### src/rtl/v0_issue.sv
// v0_issue: instruction issue stage of the v0 core.
//
// Accepts 32-bit instruction words from fetch. When an opcode has its
// immediate flag set, the next accepted word is taken as a 32-bit immediate.
// Operands come from an internal 16x32 register file. A write-back in the
// same cycle is bypassed to the operand read. One decoded operation at a time
// is held in a registered output stage under a valid/ready handshake.
//
// Ports:
//   clk, rst          clock; synchronous active-high reset
//   flush             synchronous abort of pending / half-received issue
//   fetch_valid/word  incoming instruction or immediate word
//   fetch_ready       word accepted this cycle (combinational)
//   issue_valid/ready output handshake toward the execution side
//   unit, inst        unit select and operation within the unit
//   arg1, arg2        operand values
//   arg1t, arg2t      operand types, passed through from the opcode
//   argsz             operand size code (0=8, 1=16, 2=32 bit)
//   imm32             immediate (sign-extended imm8 or trailing word)
//   wb_en/reg/data    register write-back port
//   illegal           one-cycle pulse: an opcode was rejected and dropped
module v0_issue #(
  parameter int         NREG       = 16,
  parameter logic [3:0] RESVD_UNIT = 4'he
) (
  input  logic        clk,
  input  logic        rst,
  input  logic        flush,
  input  logic        fetch_valid,
  input  logic [31:0] fetch_word,
  output logic        fetch_ready,
  output logic        issue_valid,
  input  logic        issue_ready,
  output logic [3:0]  unit,
  output logic [3:0]  inst,
  output logic [31:0] arg1,
  output logic [31:0] arg2,
  output logic [1:0]  arg1t,
  output logic [1:0]  arg2t,
  output logic [2:0]  argsz,
  output logic [31:0] imm32,
  input  logic        wb_en,
  input  logic [3:0]  wb_reg,
  input  logic [31:0] wb_data,
  output logic        illegal
);

  typedef enum logic {S_OP, S_IMM} state_t;

  function automatic logic [31:0] sext8(input logic [7:0] v);
    return {{24{v[7]}}, v};
  endfunction

  function automatic logic is_illegal(input logic [3:0] u, input logic [2:0] sz);
    return (u == RESVD_UNIT) || (sz > 3'd2);
  endfunction

  state_t      state_q;
  logic [31:0] rf_q [NREG];

  // Fields of an opcode waiting for its immediate word
  logic [3:0]  h_unit_q, h_inst_q, h_reg1_q, h_reg2_q;
  logic [1:0]  h_arg1t_q, h_arg2t_q;
  logic [2:0]  h_argsz_q;

  // Registered output stage
  logic        issue_valid_q, illegal_q;
  logic [3:0]  unit_q, inst_q;
  logic [31:0] arg1_q, arg2_q, imm32_q;
  logic [1:0]  arg1t_q, arg2t_q;
  logic [2:0]  argsz_q;

  logic        accept, op_ill, load;
  logic [3:0]  sel_unit, sel_inst, sel_reg1, sel_reg2;
  logic [1:0]  sel_arg1t, sel_arg2t;
  logic [2:0]  sel_argsz;
  logic [31:0] imm32_d, arg1_d, arg2_d;

  assign fetch_ready = !rst && !flush && (!issue_valid_q || issue_ready);
  assign accept      = fetch_valid && fetch_ready;

  always_comb begin
    sel_unit  = fetch_word[3:0];
    sel_inst  = fetch_word[7:4];
    sel_reg1  = fetch_word[11:8];
    sel_reg2  = fetch_word[15:12];
    sel_arg1t = fetch_word[17:16];
    sel_arg2t = fetch_word[19:18];
    sel_argsz = fetch_word[22:20];
    imm32_d   = sext8(fetch_word[31:24]);
    if (state_q == S_IMM) begin
      // The incoming word is the immediate; everything else was latched earlier
      sel_unit  = h_unit_q;
      sel_inst  = h_inst_q;
      sel_reg1  = h_reg1_q;
      sel_reg2  = h_reg2_q;
      sel_arg1t = h_arg1t_q;
      sel_arg2t = h_arg2t_q;
      sel_argsz = h_argsz_q;
      imm32_d   = fetch_word;
    end
    op_ill = is_illegal(fetch_word[3:0], fetch_word[22:20]);
    load   = accept && ((state_q == S_IMM) || (!fetch_word[23] && !op_ill));
    // Same-cycle write-back wins over the stored register value
    arg1_d = (wb_en && (wb_reg == sel_reg1)) ? wb_data : rf_q[sel_reg1];
    arg2_d = (wb_en && (wb_reg == sel_reg2)) ? wb_data : rf_q[sel_reg2];
  end

  always_ff @(posedge clk) begin
    if (rst) begin
      state_q       <= S_OP;
      issue_valid_q <= 1'b0;
      illegal_q     <= 1'b0;
      unit_q        <= '0;
      inst_q        <= '0;
      arg1_q        <= '0;
      arg2_q        <= '0;
      arg1t_q       <= '0;
      arg2t_q       <= '0;
      argsz_q       <= '0;
      imm32_q       <= '0;
      h_unit_q      <= '0;
      h_inst_q      <= '0;
      h_reg1_q      <= '0;
      h_reg2_q      <= '0;
      h_arg1t_q     <= '0;
      h_arg2t_q     <= '0;
      h_argsz_q     <= '0;
      for (int i = 0; i < NREG; i++) rf_q[i] <= '0;
    end else begin
      if (wb_en) rf_q[wb_reg] <= wb_data;
      if (flush) begin
        state_q       <= S_OP;
        issue_valid_q <= 1'b0;
        illegal_q     <= 1'b0;
      end else begin
        illegal_q <= accept && (state_q == S_OP) && op_ill;
        if (load) begin
          issue_valid_q <= 1'b1;
          unit_q        <= sel_unit;
          inst_q        <= sel_inst;
          arg1_q        <= arg1_d;
          arg2_q        <= arg2_d;
          arg1t_q       <= sel_arg1t;
          arg2t_q       <= sel_arg2t;
          argsz_q       <= sel_argsz;
          imm32_q       <= imm32_d;
        end else if (issue_ready) begin
          issue_valid_q <= 1'b0;
        end
        if (accept) begin
          case (state_q)
            S_OP: begin
              // Rejected opcodes never wait for an immediate
              if (!op_ill && fetch_word[23]) begin
                state_q   <= S_IMM;
                h_unit_q  <= fetch_word[3:0];
                h_inst_q  <= fetch_word[7:4];
                h_reg1_q  <= fetch_word[11:8];
                h_reg2_q  <= fetch_word[15:12];
                h_arg1t_q <= fetch_word[17:16];
                h_arg2t_q <= fetch_word[19:18];
                h_argsz_q <= fetch_word[22:20];
              end
            end
            S_IMM:   state_q <= S_OP;
            default: state_q <= S_OP;
          endcase
        end
      end
    end
  end

  assign issue_valid = issue_valid_q;
  assign illegal     = illegal_q;
  assign unit        = unit_q;
  assign inst        = inst_q;
  assign arg1        = arg1_q;
  assign arg2        = arg2_q;
  assign arg1t       = arg1t_q;
  assign arg2t       = arg2t_q;
  assign argsz       = argsz_q;
  assign imm32       = imm32_q;

endmodule

### config.mk
export PLATFORM = sky130hd
export DESIGN_NAME = v0_issue
export DESIGN_NICKNAME = d
export VERILOG_FILES = /design/src/rtl/v0_issue.sv
export SDC_FILE = /design/constraint.sdc
export NUM_CORES = 1
export LEC_CHECK = 0
export ABC_AREA = 1
export CORE_ASPECT_RATIO = 1.2
export CORE_MARGIN = 2
export CORE_UTILIZATION = 50
export DETAILED_ROUTE_END_ITERATION = 16
export PLACE_DENSITY_LB_ADDON = 0.1
export REMOVE_ABC_BUFFERS = 1
export SYNTH_ARGS = -nofsm -noshare
export SYNTH_HDL_FRONTEND = slang
export SYNTH_SLANG_ARGS = --single-unit
### constraint.sdc
create_clock -name clk -period 2.6 [get_ports clk]
set_input_delay 0.26 -clock clk [delete_from_list [all_inputs] [get_ports clk]]
set_output_delay 0.26 -clock clk [all_outputs]
set_load 0.1 [all_outputs]
==> results.py <==
metrics = {
    "route": {
        "drc": 0,
        "drt_iter0_markers": 3885,
        "ant_nets": 0,
        "wire_per_inst_um": 22.2,
        "vias": 32800,
        "drt-pass1-iter-count": 9,
        "wl_mm": 125,
        "viasPerCell": 5.82,
    },
    "setup_path": {
        "timing.reg2reg.setup_slack_ns": 0.16,
        "slowest_delay_ns": 0.45,
        "critPathMostFrequentCell": "nand2_1",
        "start_kind": "flop",
        "cp_slowest_cell": "buf_4",
        "cp_top_family": "buffers and inverters",
        "r2r-end": "arg2[19]$_SDFFE_PP0P_",
        "r2r_cells": 11,
        "worstPathArrival_ns": 2.99,
        "timing.rr.start": "state_q$_SDFFE_PP0N_",
        "path_cells": "buf_4 > nand2_1 > o21ai_4 > buf_12 > inv_2 > buf_12 > nand3_1 > nand3_1 > nand2_1 > nand2_1 > a21oi_1",
        "crit_buf_inv": 4,
        "worstSetupPathType": "reg -> reg",
        "worstPathRequired_ns": 3.15,
        "cp_max_fo": 44,
        "crit_path_end_kind": "flop",
    },
    "final_layout": {
        "n_antenna_cell": 0,
        "num-nets-final": 4731,
        "final_layout_size_suffix_gt1_frac": 0.0990,
        "area_growth_pct": 17.2,
        "fin_area_um2": 41100,
        "n_fill_cell": 6373,
    },
    "hold_path": {
        "hold_start": "fetch_word[24]",
        "whs_endpoint": "imm32[0]$_SDFFE_PP0P_",
        "whs_path_depth": 3,
        "hold_class": "in -> reg",
    },
    "logic_synthesis": {
        "async_reset_ff_frac": 0,
        "synthCells": 4563,
        "synth_edf_count": 512,
        "synth_top_cell_area_share": 0.438,
        "synth_flop_cell": "edfxtp_1",
        "syn-mean-instance-area_um2": 7.69,
        "ys_warn_count": 0,
        "ys_ff_latch": 649,
        "synth_top_cell_by_area": "edfxtp_1",
        "synth_area_um2": 35100,
        "netlist-cell-type-count": 28,
        "ys_top_cells_by_area": "edfxtp_1 44%, nand3_1 12%, nand2_1 12%",
        "seq_area_frac_synth": 0.517,
    },
    "grt": {
        "grt_start_max_net_pins": 76,
        "grt_pass1_wl_mm": 188,
        "grt.total_usage": 0.343,
        "globalRouteOverflowTotal": 0,
        "antenna_found_initial": 0,
        "grt_pass1_vias": 31000,
    },
    "sta": {
        "layout_min_cycle_time_ns": 2.44,
        "rsz0062_at_grt": "no",
        "fmax_mhz": 410,
        "relSlewSlack": 0.532,
        "worst_clock_skew_ns": 0.0205,
        "finalCritPeriodShare": 0.938,
        "hold_viol": 0,
        "setup-violations-final": 0,
        "drv_slew": 0,
        "worstMarginPinSlew_ns": 0.698,
        "worst_slack_ns": 0.162,
        "tns_ns": 0,
    },
    "run": {
        "drv_cap": 0,
    },
    "power_and_ir_drop": {
        "clkPwrFrac": 0.394,
        "combPwrFrac": 0.145,
        "power_density_nw_per_um2": 626,
        "sequentialPowerShare": 0.461,
        "p_sw_uw": 7060,
        "leakage_uw": 0.0186,
        "p_int_uw": 18700,
        "vdd_drop_max_v": 0.000534,
        "p_sw_frac": 0.274,
    },
    "clock_network": {
        "cts_made_buffers": 72,
        "clock_latency_ns": 0.62,
        "post_cts_buffers": 0,
        "ctsHtreeMaxLevel": 3,
        "holdBufCountCts": 0,
        "path_clk_slew_ns": 0.06,
        "cts_tree": "done",
        "cts_resized": 0,
        "cts_buffer_depth": 3,
        "cts_sinks": 649,
        "clockRootBuffer": "clkbuf_16",
    },
    "place": {
        "place_ws_ns": 0.198,
        "post-dp-hpwl_mm": 73.2,
        "gp_congestion": 0.871,
        "port_buffers": 187,
        "place_area_um2": 38800,
    },
    "die": {
        "core_um2": 69500,
        "start_util": 0.505,
        "ios": 188,
        "fp.dieArea_um2": 72300,
        "die_width_um": 246,
        "die_h_um": 294,
        "rows": 106,
    },
    "status": {
        "outcome": "finished clean",
    },
}
-- power groups by stage --
stage | registers, uW | logic, uW | clock network [uW]
floorplan | 12300 | 2090 | 0
global placement | 12100 | 3640 | 0
detailed placement | 12100 | 3660 | 0
CTS | 11900 | 3670 | 10200
global route | 11900 | 4020 | 10600
finish | 11900 | 3730 | 10100
-- cells in the mapped netlist (all sizes together), types with 46 or more instances --
master,number
edfxtp,512
clkbuf,194
nor2,528
a31oi,46
nand2,1131
buf,163
o21ai,172
nand3,851
a21oi,117
o211ai,108
inv,563
dfxtp,137
-- worst reg2reg max path: stages, from the launching register on --
cell	delay, ns
dfxtp_2	0.38
buf_4	0.45
nand2_1	0.18
o21ai_4	0.12
buf_12	0.28
inv_2	0.12
buf_12	0.20
nand3_1	0.19
nand3_1	0.16
nand2_1	0.13
nand2_1	0.05
a21oi_1	0.11
-- worst max-delay path by stage --
stage,from,end,slack (ns),cells after the start
2_1_floorplan,state_q$_SDFFE_PP0N_,arg1[17]$_SDFFE_PP0P_,-6.53,8
3_3_place_gp,wb_reg[0],rf_q[13][2]$_SDFFCE_PN0P_,0.22,7
3_5_place_dp,wb_reg[0],rf_q[13][2]$_SDFFCE_PN0P_,0.20,7
4_1_cts,state_q$_SDFFE_PP0N_,arg2[19]$_SDFFE_PP0P_,0.20,11
5_1_grt,state_q$_SDFFE_PP0N_,arg1[15]$_SDFFE_PP0P_,0.04,10
6_report,state_q$_SDFFE_PP0N_,arg2[19]$_SDFFE_PP0P_,0.16,11
-- flip-flops by register name, indices dropped and copies added, names as in the netlist --
name	count
arg2t	2
rf_q	512
arg1t	2
arg2	32
h_arg1t_q	2
imm32	32
h_argsz_q	3
h_inst_q	4
h_unit_q	4
argsz	3
h_reg1_q	4
arg1	32
h_reg2_q	4
inst	4
h_arg2t_q	2
unit	4
state_q	1
issue_valid	1
illegal	1
-- metal layers --
layer  wire length, um  global-route usage  vias up
li1                  -                   -    15000
met1             47600               0.452    15300
met2             57800               0.558     2047
met3             13900              0.0577      362
met4              5600               0.148        0
met5                 0                   0        -
-- layout make-up --
type | count | area [um^2] | area share
Sequential cell | 649 | 18100 | 0.441
Multi-Input combinational cell | 2962 | 13300 | 0.324
Timing Repair Buffer | 377 | 3980 | 0.0967
Inverter | 595 | 2240 | 0.0545
Clock buffer | 101 | 2060 | 0.0502
Tap cell | 918 | 1150 | 0.0279
Clock inverter | 31 | 236 | 0.00575
-- cells in the final DEF, fill, tap and decap left out, types with 2 or more instances in the layout --
master           Yosys  final
nand2_1           1129   1093
nand3_1            851    849
inv_1              559    554
nor2_1             527    527
edfxtp_1           512    512
buf_4               15    227
o21ai_0            165    164
dfxtp_1            137    136
a21oi_1            117    117
o211ai_1           108    108
buf_12               0     77
clkbuf_16            0     75
clkdlybuf4s50_1      0     73
a31oi_1             46     46
clkinv_1            32     44
nand2_2              2     34
clkbuf_1           193     17
clkinv_2             0     10
clkbuf_8             0      9
o21ai_4              1      8
inv_2                4      7
inv_6                0      5
nor3_1               4      4
nand2_4              0      3
bufinv_16            0      3
xor2_1               2      2
nand3_2              0      2
-- cell families after synthesis --
group | after synthesis | synth area share
AND/OR/NAND/NOR | 2516 | 0.300
buffers and inverters | 952 | 0.109
AO/OA/AOI/OAI | 443 | 0.0730
flip-flops | 649 | 0.517
XOR/XNOR | 3 | 0.000963
-- through the flow --
step | utilization | hold slack [ns] | total power (uW) | instances
after floorplan | - | 0.389 | 14400 | 4206
after global placement | 0.559 | 0.443 | 15700 | 5501
after detailed placement | 0.559 | 0.451 | 15700 | 5501
after CTS | 0.592 | 0.220 | 25700 | 5633
after global routing | 0.592 | 0.258 | 26500 | 5633
final | 0.592 | 0.248 | 25700 | 5633
Note: power is estimated with default switching activity, not from simulation.
